## config.mk

```make
export PLATFORM = sky130hd
export DESIGN_NAME = edac_err_log_flat
export DESIGN_NICKNAME = d
export VERILOG_FILES = /design/src/rtl/edac_err_log_if.sv /design/src/rtl/edac_err_log.sv /design/src/flat_wrapper.sv
export SDC_FILE = /design/constraint.sdc
export NUM_CORES = 1
export LEC_CHECK = 0
export BUFFER_PORTS_ARGS = -buffer_cell sky130_fd_sc_hd__buf_2
export CAP_MARGIN = 20
export CORE_MARGIN = 4
export CORE_UTILIZATION = 50
export CTS_BUF_LIST = sky130_fd_sc_hd__clkbuf_8
export CTS_CLUSTER_DIAMETER = 150
export DETAILED_ROUTE_END_ITERATION = 7
export PLACE_DENSITY = 0.69
export SKIP_LAST_GASP = 1
export SYNTH_ARGS = -nofsm -noshare
export SYNTH_HDL_FRONTEND = slang
export SYNTH_SLANG_ARGS = --single-unit
```

## constraint.sdc

```tcl
create_clock -name clk -period 3.6 [get_ports clk]
set_input_delay 0.36 -clock clk [delete_from_list [all_inputs] [get_ports clk]]
set_output_delay 0.36 -clock clk [all_outputs]
set_load 0.01 [all_outputs]
```

## src/rtl/edac_err_log_if.sv

```systemverilog
// EDAC flag / error-log bus between the ECC aggregate, the host, and the error logger.
// The master is the ECC/host side. The slave is the logger.
interface edac_err_log_if #(
  parameter int RAM_LOGDEPTH  = 8,
  parameter int FIFO_LOGDEPTH = 3,
  parameter int CNT_WIDTH     = 16
);
  logic                     clr;
  logic                     correctable;
  logic                     error;
  logic [RAM_LOGDEPTH-1:0]  ram_rA_lat;
  logic                     scrub_corr;
  logic                     log_rd;
  logic                     log_vld;
  logic [RAM_LOGDEPTH-1:0]  log_addr;
  logic                     log_type;
  logic [FIFO_LOGDEPTH:0]   fifo_level;
  logic                     log_ovf;
  logic [CNT_WIDTH-1:0]     corr_cnt;
  logic [CNT_WIDTH-1:0]     uncorr_cnt;
  logic [CNT_WIDTH-1:0]     scrub_cnt;
  logic                     irq;

  modport master (
    output clr, correctable, error, ram_rA_lat, scrub_corr, log_rd,
    input  log_vld, log_addr, log_type, fifo_level, log_ovf,
           corr_cnt, uncorr_cnt, scrub_cnt, irq
  );

  modport slave (
    input  clr, correctable, error, ram_rA_lat, scrub_corr, log_rd,
    output log_vld, log_addr, log_type, fifo_level, log_ovf,
           corr_cnt, uncorr_cnt, scrub_cnt, irq
  );
endinterface

```

## src/rtl/edac_err_log.sv

```systemverilog
// EDAC error logger: saturating event counters, a show-ahead address/type log FIFO
// with sticky overflow, and a registered level interrupt.
module edac_err_log #(
  parameter int RAM_LOGDEPTH  = 8,
  parameter int FIFO_LOGDEPTH = 3,
  parameter int CNT_WIDTH     = 16,
  parameter int IRQ_THRESH    = 1
) (
  input  logic            clk,
  input  logic            nGrst,
  edac_err_log_if.slave   bus
);
  localparam int LW = FIFO_LOGDEPTH + 1;
  localparam logic [LW-1:0]            FULL_LVL = {1'b1, {FIFO_LOGDEPTH{1'b0}}};
  localparam logic [LW-1:0]            THR      = LW'(IRQ_THRESH);
  localparam logic [LW-1:0]            LVL_ONE  = LW'(1);
  localparam logic [FIFO_LOGDEPTH-1:0] PTR_ONE  = FIFO_LOGDEPTH'(1);
  localparam logic [CNT_WIDTH-1:0]     CNT_ONE  = CNT_WIDTH'(1);

  typedef struct packed {
    logic [RAM_LOGDEPTH-1:0] addr;
    logic                    typ;
  } entry_t;

  entry_t                    mem [1<<FIFO_LOGDEPTH];
  logic [FIFO_LOGDEPTH-1:0]  wr_ptr, rd_ptr;
  logic [LW-1:0]             level, level_nxt;
  logic                      ovf, ovf_nxt, irq_q;
  logic [CNT_WIDTH-1:0]      corr_q, unc_q, scr_q;

  logic ev_unc, ev_cor, push_req, pop, full, push;

  always_comb begin
    ev_unc    = bus.error;
    ev_cor    = bus.correctable & ~bus.error;
    push_req  = ev_unc | ev_cor;
    pop       = bus.log_rd & (level != '0);
    full      = (level == FULL_LVL);
    // A full FIFO can still take a push if the head leaves in the same cycle
    push      = push_req & (~full | pop);
    ovf_nxt   = ovf | (push_req & full & ~pop);
    level_nxt = level;
    if (push & ~pop)      level_nxt = level + LVL_ONE;
    else if (pop & ~push) level_nxt = level - LVL_ONE;
  end

  function automatic logic [CNT_WIDTH-1:0] sat_inc(logic [CNT_WIDTH-1:0] c, logic ev);
    return (ev && c != '1) ? c + CNT_ONE : c;
  endfunction

  always_ff @(posedge clk) begin
    if (!nGrst || bus.clr) begin
      wr_ptr <= '0;
      rd_ptr <= '0;
      level  <= '0;
      ovf    <= 1'b0;
      irq_q  <= 1'b0;
      corr_q <= '0;
      unc_q  <= '0;
      scr_q  <= '0;
    end else begin
      if (push) wr_ptr <= wr_ptr + PTR_ONE;
      if (pop)  rd_ptr <= rd_ptr + PTR_ONE;
      level  <= level_nxt;
      ovf    <= ovf_nxt;
      irq_q  <= (level_nxt >= THR) | ovf_nxt;
      corr_q <= sat_inc(corr_q, ev_cor);
      unc_q  <= sat_inc(unc_q, ev_unc);
      scr_q  <= sat_inc(scr_q, bus.scrub_corr);
    end
  end

  // Storage needs no reset: entries are only visible through the pointers.
  always_ff @(posedge clk) begin
    if (nGrst && !bus.clr && push) mem[wr_ptr] <= '{addr: bus.ram_rA_lat, typ: ev_unc};
  end

  // Head is gated so the outputs read 0 (never X) while the FIFO is empty.
  assign bus.log_vld    = (level != '0);
  assign bus.log_addr   = bus.log_vld ? mem[rd_ptr].addr : '0;
  assign bus.log_type   = bus.log_vld ? mem[rd_ptr].typ  : 1'b0;
  assign bus.fifo_level = level;
  assign bus.log_ovf    = ovf;
  assign bus.corr_cnt   = corr_q;
  assign bus.uncorr_cnt = unc_q;
  assign bus.scrub_cnt  = scr_q;
  assign bus.irq        = irq_q;
endmodule

```

## src/flat_wrapper.sv

```systemverilog
// flat-port wrapper written by rule: the top's interface ports become plain ports
module edac_err_log_flat 
#(
  parameter int RAM_LOGDEPTH  = 8,
  parameter int FIFO_LOGDEPTH = 3,
  parameter int CNT_WIDTH     = 16,
  parameter int IRQ_THRESH    = 1
)
  (clk, nGrst, bus_clr, bus_correctable, bus_error, bus_ram_rA_lat, bus_scrub_corr, bus_log_rd, bus_log_vld, bus_log_addr, bus_log_type, bus_fifo_level, bus_log_ovf, bus_corr_cnt, bus_uncorr_cnt, bus_scrub_cnt, bus_irq);
  edac_err_log_if #(.RAM_LOGDEPTH(RAM_LOGDEPTH), .FIFO_LOGDEPTH(FIFO_LOGDEPTH), .CNT_WIDTH(CNT_WIDTH)) bus_i ();
  input  logic clk;
  input  logic nGrst;
  input wire logic [$bits(bus_i.clr)-1:0] bus_clr;
  input wire logic [$bits(bus_i.correctable)-1:0] bus_correctable;
  input wire logic [$bits(bus_i.error)-1:0] bus_error;
  input wire logic [$bits(bus_i.ram_rA_lat)-1:0] bus_ram_rA_lat;
  input wire logic [$bits(bus_i.scrub_corr)-1:0] bus_scrub_corr;
  input wire logic [$bits(bus_i.log_rd)-1:0] bus_log_rd;
  output wire logic [$bits(bus_i.log_vld)-1:0] bus_log_vld;
  output wire logic [$bits(bus_i.log_addr)-1:0] bus_log_addr;
  output wire logic [$bits(bus_i.log_type)-1:0] bus_log_type;
  output wire logic [$bits(bus_i.fifo_level)-1:0] bus_fifo_level;
  output wire logic [$bits(bus_i.log_ovf)-1:0] bus_log_ovf;
  output wire logic [$bits(bus_i.corr_cnt)-1:0] bus_corr_cnt;
  output wire logic [$bits(bus_i.uncorr_cnt)-1:0] bus_uncorr_cnt;
  output wire logic [$bits(bus_i.scrub_cnt)-1:0] bus_scrub_cnt;
  output wire logic [$bits(bus_i.irq)-1:0] bus_irq;
  assign bus_i.clr = bus_clr;
  assign bus_i.correctable = bus_correctable;
  assign bus_i.error = bus_error;
  assign bus_i.ram_rA_lat = bus_ram_rA_lat;
  assign bus_i.scrub_corr = bus_scrub_corr;
  assign bus_i.log_rd = bus_log_rd;
  assign bus_log_vld = bus_i.log_vld;
  assign bus_log_addr = bus_i.log_addr;
  assign bus_log_type = bus_i.log_type;
  assign bus_fifo_level = bus_i.fifo_level;
  assign bus_log_ovf = bus_i.log_ovf;
  assign bus_corr_cnt = bus_i.corr_cnt;
  assign bus_uncorr_cnt = bus_i.uncorr_cnt;
  assign bus_scrub_cnt = bus_i.scrub_cnt;
  assign bus_irq = bus_i.irq;
  edac_err_log #(.RAM_LOGDEPTH(RAM_LOGDEPTH), .FIFO_LOGDEPTH(FIFO_LOGDEPTH), .CNT_WIDTH(CNT_WIDTH), .IRQ_THRESH(IRQ_THRESH)) u_core (.clk(clk), .nGrst(nGrst), .bus(bus_i));
endmodule
```

==> flow_summary.toml, run 1 <==
[run_status]
run_status = "finished clean"

[worst_setup_path]
worstSetupPathDepth = 6
cp_max_fo = 11
crit_family = "simple AND/OR/NAND/NOR gates"
regToRegSetupSlack_ns = 0.92
crit_chain = "inv_1 -> ha_1 -> or2b_4 -> nor2_2 -> inv_2 -> buf_2"
crit_path_start_kind = "flip-flop"
cp_slowest_cell = "nor2_2"
slowest_delay_ns = 0.42
reg2reg_to = "u_core.mem[7][3]"
path_class = "reg2out"
cp-end-kind = "primary output"
reg2regPathDepth = 6
reg2reg_from = "u_core.bus.fifo_level[1]"
crit_arrival_ns = 2.35
crit_required_ns = 3.24
crit_start = "u_core.bus.fifo_level[1]"
critPathBufInv = 3

[timing]
timing.final.max_slew_violations = 0
hold_viol = 0
skew_ns = 0.0104
fin_crit_ns = 2.71
rsz0062_at_grt = "no"
setup_ws_ns = 0.889
clock.fmax_mhz = 369
min_period_over_period = 0.753
totalNegativeSetupSlack_ns = 0
relSlewSlack = 0.448
setup_violations = 0
worstMarginPinSlew_ns = 0.827

[cts]
ctsHoldBuffers = 0
post_cts_resize_count = 0
clk_pin_slew_ns = 0.07
cts.sinks = 135
clk_latency_ns = 0.45
tritoncts = "done"
clock_tree.root_cell = "clkbuf_8"
postCtsSetupBuffers = 0
cts_buffers = 17
cts_buffer_depth = 2
h-tree-depth = 4

[synthesis]
yosysWarnings = 0
netlist_area_mm2 = 0.00594
synthDistinctLibCells = 59
synth_flop_cell = "edfxtp_1"
ys_seq_elements = 135
async_reset_ff_frac = 0
synthCells = 489
syn_nets = 511
avgSynthCellArea_um2 = 12.1
ys_seq_area_frac = 0.577
synth_edf_count = 72

[final_layout]
final_cell_mix = "buf_2, edfxtp_1, nor2_1"
drive_gt1_frac = 0.265
ff_latch_area_mm2 = 0.00342
diodes = 0
fin_area_mm2 = 0.00696
nets = 597
final_common_cell = "buf_2"
multi_input_area_mm2 = 0.00239
fill_cells = 926
syn_to_final_growth_pct = 17.2
fin_util = 0.604

[global_route]
grt_max_degree = 44
grt_usage = 0.190
grt_pass1_vias = 4002
grt_pass1_wl_mm = 19.9
overflow = 0
antenna_found_initial = 0

[drt]
drc = 0
drt-total-wl_mm = 12.2
postRouteAntennaNets = 0
wl_per_cell_um = 16.7
dr.pass1.iters = 5
vias = 4129
drt_first_iter_violations = 359
via_per_inst = 5.65

[power]
leakagePower_nw = 2.56
internal_power_w = 0.00261
p_sw_w = 0.000709
p_per_area_mw_per_mm2 = 476
p_clk_frac = 0.438
max-vdd-ir-drop_v = 0.000279
seqPwrFrac = 0.498
pwr-share-comb = 0.063
netSwitchingFraction = 0.214

[place]
place_ws_ns = 0.943
dp_hpwl_mm = 8.44
port_buffers = 78
place_congestion = 0.877
dpl_cell_area_mm2 = 0.00648

[worst_hold_path]
hold_depth = 1
hold_path_class = "in2reg"
hold_start = "bus_ram_rA_lat[1]"
hold_end = "u_core.mem[4][2]"

[die]
dieArea_mm2 = 0.0137
die_w_um = 117
fp.dieH_um = 117
num_rows = 39
core_mm2 = 0.0115
start_util = 0.515
io_pins = 79

[job]
drv_cap = 0
[layout make-up]
| type | count | area share |
|---|---|---|
| clock buffer | 17 | 0.0336 |
| multi-input combinational | 325 | 0.344 |
| timing repair buffer | 88 | 0.0666 |
| sequential | 135 | 0.492 |
| clock inverter | 15 | 0.0336 |
| tap | 143 | 0.0257 |
| inverter | 8 | 0.00432 |
[per-layer routing]
metal | vias up | share of wire | GRT usage
li1 | 1993 | - | -
met2 | 114 | 0.47 | 0.286
met4 | 0 | 0.014 | 0.0665
met5 | - | 0 | 0
met1 | 2005 | 0.46 | 0.264
met3 | 17 | 0.053 | 0.0576
[worst max-delay path by stage]
stage	end	slack, ns
after floorplan	u_core.mem[4][0]	0.69
after global placement	u_core.mem[7][3]	1.10
after CTS	bus_log_vld	0.87
after global routing	u_core.mem[7][3]	0.72
after detailed placement	u_core.mem[7][4]	0.94
final	bus_log_vld	0.89
[worst register-to-register path, cell delays in order (launching register included)]
cell and delay (ns):
dfxtp_1 0.49, inv_1 0.15, ha_1 0.28, and4bb_2 0.29, nor2_1 0.29, nand2_1 0.19
nor2_1 0.61
[registers in the layout (all words and copies together), names as in the netlist, named ones only]
| register | cells |
|---|---|
| u_core.bus.corr_cnt | 16 |
| u_core.bus.fifo_level | 4 |
| u_core.bus.irq | 1 |
| u_core.bus.log_ovf | 1 |
| u_core.bus.scrub_cnt | 16 |
| u_core.bus.uncorr_cnt | 16 |
| u_core.mem | 72 |
| u_core.rd_ptr | 3 |
| u_core.wr_ptr | 3 |
[logic make-up (layout without fill, tap and decap cells)]
group / Yosys count / in the layout / share of synthesized area
flip-flops: 135 / 135 / 0.577
multiplexers: 32 / 32 / 0.0919
buffers and inverters: 29 / 128 / 0.0228
XOR/XNOR: 40 / 40 / 0.0590
adder cells (fa/ha/maj): 8 / 8 / 0.0167
AO/OA/AOI/OAI: 56 / 56 / 0.0689
AND/OR/NAND/NOR: 189 / 189 / 0.164
[synthesized netlist by cell type (2+ instances only)]
| cell | instances | area, um^2 |
|---|---|---|
| mux4_2 | 18 | 405 |
| nand4b_1 | 2 | 17.5 |
| a31oi_1 | 3 | 18.8 |
| o2111ai_1 | 3 | 26.3 |
| nor2_1 | 68 | 255 |
| nand2_1 | 25 | 93.8 |
| buf_2 | 5 | 25.0 |
| buf_1 | 4 | 15.0 |
| dfxtp_1 | 63 | 1260 |
| and4_1 | 9 | 78.8 |
| o211ai_1 | 7 | 52.6 |
| or3_1 | 5 | 31.3 |
| ha_1 | 7 | 87.6 |
| o21a_1 | 2 | 15.0 |
| buf_6 | 2 | 22.5 |
| and2b_1 | 2 | 15.0 |
| xnor2_1 | 15 | 131 |
| and3_1 | 8 | 50.1 |
| mux2i_1 | 14 | 140 |
| a21oi_1 | 12 | 60.1 |
| and2_1 | 2 | 12.5 |
| inv_1 | 7 | 26.3 |
| nor3_1 | 16 | 80.1 |
| nand3_1 | 20 | 100 |
| nor2b_1 | 2 | 12.5 |
| edfxtp_1 | 72 | 2160 |
| clkbuf_1 | 8 | 30.0 |
| nor4_1 | 8 | 50.1 |
| a211oi_1 | 5 | 37.5 |
| o21ai_0 | 12 | 60.1 |
| nand4_2 | 2 | 25.0 |
| nand4_1 | 10 | 62.6 |
| xor2_1 | 25 | 219 |
[power groups by stage]
stage | Combinational, W | Sequential (W) | Clock [W]
finish | 0.000210 | 0.00165 | 0.00145
global route | 0.000233 | 0.00165 | 0.00156
CTS | 0.000213 | 0.00165 | 0.00148
detailed placement | 0.000212 | 0.00169 | 0
global placement | 0.000206 | 0.00168 | 0
floorplan | 0.000146 | 0.00168 | 0
[metrics by stage]
step	hold slack (ns)	power, W	cells
final	0.205	0.00331	731
after detailed placement	0.474	0.00190	698
after global routing	0.183	0.00344	731
after global placement	0.459	0.00189	698
after CTS	0.176	0.00334	730
after floorplan	0.454	0.00183	489
No activity file was read; power rests on OpenSTA's default activity.
==> run 2, diff against run 1 <==
--- a/config.mk
+++ b/config.mk
@@ -12,7 +12,7 @@
 export CTS_BUF_LIST = sky130_fd_sc_hd__clkbuf_8
 export CTS_CLUSTER_DIAMETER = 150
 export DETAILED_ROUTE_END_ITERATION = 7
-export PLACE_DENSITY = 0.69
+export PLACE_DENSITY = 0.71
 export SKIP_LAST_GASP = 1
 export SYNTH_ARGS = -nofsm -noshare
 export SYNTH_HDL_FRONTEND = slang
==> constraint.sdc (replaced) <==
create_clock -name clk -period 2.2 [get_ports clk]
set_input_delay 0.22 -clock clk [delete_from_list [all_inputs] [get_ports clk]]
set_output_delay 0.22 -clock clk [all_outputs]
set_load 0.01 [all_outputs]
==> run 2 against run 1 <==
  * First-iteration DRC count decreased by 41%
  * Count of clock-buffer cells in the layout unchanged
  * Critical path type unchanged
  * Final area increased by 2.3%
  * Critical path depth decreased by 1
  * Utilization increased by 1.4 points
  * Global-route usage increased by 0.37 points
  * Hold slack got worse by 0.13 ns
  * Non-clock buffer count increased by 12
  * Combinational power increased by 87%
  * Via count increased by 0.80%
  * Clock power increased by 41%
  * Flip-flop and latch count unchanged
==> flow_summary.toml, run 2 (synthesis results as in run 1) <==
[power]
p_clk_frac = 0.397
seqPwrFrac = 0.526
pwr-share-comb = 0.077
max-vdd-ir-drop_v = 0.000445
leakagePower_nw = 2.62
p_per_area_mw_per_mm2 = 721
netSwitchingFraction = 0.230
internal_power_w = 0.00395
p_sw_w = 0.00118

[timing]
relSlewSlack = 0.607
worstMarginPinSlew_ns = 0.587
rsz0062_at_grt = "no"
clock.fmax_mhz = 475
hold_ws_ns = 0.0707
totalNegativeSetupSlack_ns = 0
fin_crit_ns = 2.11
min_period_over_period = 0.957
skew_ns = 0.0107
timing.final.max_slew_violations = 0
hold_viol = 0
setup_violations = 0

[cts]
cts_buffers = 17
ctsHoldBuffers = 0
cts.sinks = 135
clk_latency_ns = 0.43
cts_buffer_depth = 2
clock_tree.root_cell = "clkbuf_8"
tritoncts = "done"
clk_pin_slew_ns = 0.08
h-tree-depth = 4

[global_route]
grt_usage = 0.194
grtUsageMet2 = 0.329
met1_usage = 0.239
use_met3 = 0.0571
overflow = 0
grt_pass1_wl_mm = 20.3
antenna_found_initial = 0
grt_max_degree = 44
grt_busiest_layer = "met2"
grt_pass1_vias = 4172

[final_layout]
regMostFlops = "u_core.mem"
largest_reg_flops = 72
diodes = 0
fin_area_mm2 = 0.00711
final_cell_mix = "buf_2, edfxtp_1, nor2_1"
nets = 609
final_common_cell = "buf_2"
drive_gt1_frac = 0.295
syn_to_final_growth_pct = 19.9
finalNonFillerCells = 743

[drt]
drc = 0
drt_first_iter_violations = 213
postRouteAntennaNets = 0
via_per_inst = 5.60
wl_per_cell_um = 16.8
dr.pass1.iters = 4
vias = 4162
drt-total-wl_mm = 12.5

[die]
dieArea_mm2 = 0.0137
die_w_um = 117
core_mm2 = 0.0115
start_util = 0.515
io_pins = 79
fp.dieH_um = 117
num_rows = 39

[place]
place_congestion = 0.863
port_buffers = 78
dp_hpwl_mm = 8.59
dp_cells = 710
dpl_cell_area_mm2 = 0.00667

[worst_setup_path]
crit_chain = "buf_12 -> mux4_2 -> mux2i_1 -> nor2_1 -> buf_2"
slowest_delay_ns = 0.51
cp_slowest_cell = "mux4_2"
cp_max_fo = 9
crit_required_ns = 1.98
crit_arrival_ns = 1.89
crit_family = "multiplexers"
cp-end-kind = "primary output"
critPathBufInv = 2
crit_path_start_kind = "flip-flop"
path_class = "reg2out"

[job]
drv_cap = 0

[worst_hold_path]
hold_path_class = "in2reg"

[run_status]
run_status = "finished clean"
run 2: cell count changes in the layout (fill, tap and decap cells not counted), moves of 3 or more:
cell       change
buf_4         +10
bufinv_16      -3
clkinv_2       -3
dfxtp_1        -3
nor3_1         -4
nor3_4         +4
run 2: path summary, 6_finish.rpt:
path	start	endpoint	slack (ns)	depth (start not counted)
setup / recovery	flip-flop	bus_log_type	0.09	5
hold / removal	bus_ram_rA_lat[4]	u_core.mem[6][5]	0.07	1
hold reg to reg	u_core.bus.scrub_cnt[9]	u_core.bus.scrub_cnt[9]	0.48	1
setup reg to reg	u_core.bus.fifo_level[1]	u_core.mem[0][1]	0.23	6
run 2: through the flow:
step	worst slack, ns	total power, W	util
2_1_floorplan	0.00355	0.00300	-
4_1_cts	0.00892	0.00518	0.617
3_5_place_dp	0.120	0.00313	0.579
6_report	0.0941	0.00513	0.618
3_3_place_gp	0.167	0.00312	0.579
5_1_grt	0.00132	0.00533	0.618
run 2: cell type report:
cell class,instances,area (um^2)
clock buffers,17,234
repair buffers,100,592
clock inverters,15,163
well taps,143,179
flip-flops and latches,135,3430
inverters,8,30.0
multi-input cells,325,2480
fillers,914,4400
run 2: power by group through the flow:
stage / Combinational, W / Sequential [W] / Clock (W)
2_1_floorplan: 0.000249 / 0.00275 / 0
3_3_place_gp: 0.000366 / 0.00275 / 0
3_5_place_dp: 0.000378 / 0.00276 / 0
4_1_cts: 0.000393 / 0.00270 / 0.00209
5_1_grt: 0.000432 / 0.00270 / 0.00219
6_report: 0.000393 / 0.00270 / 0.00204
run 2: what timing repair did:
item	4_1_cts	5_1_grt
endpoints found under the setup margin	9	9
cloned	1	0
gates resized for setup	6	2
hold endpoints to repair	0	0
setup buffers	0	0
run 2: worst register-to-register path: cells and delay by family, from the launching register on:
family                     cells  cell delay, ns
and+or+nand+nor                3            0.87
DFF                            1            0.33
adders and majority gates      1            0.19
buffers and inverters          2            0.30
run 2: per-layer routing:
layer  vias up  share of wire
met4         0          0.011
li1       2025              -
met1      2022           0.43
met3        12          0.042
met5         -              0
met2       103           0.52
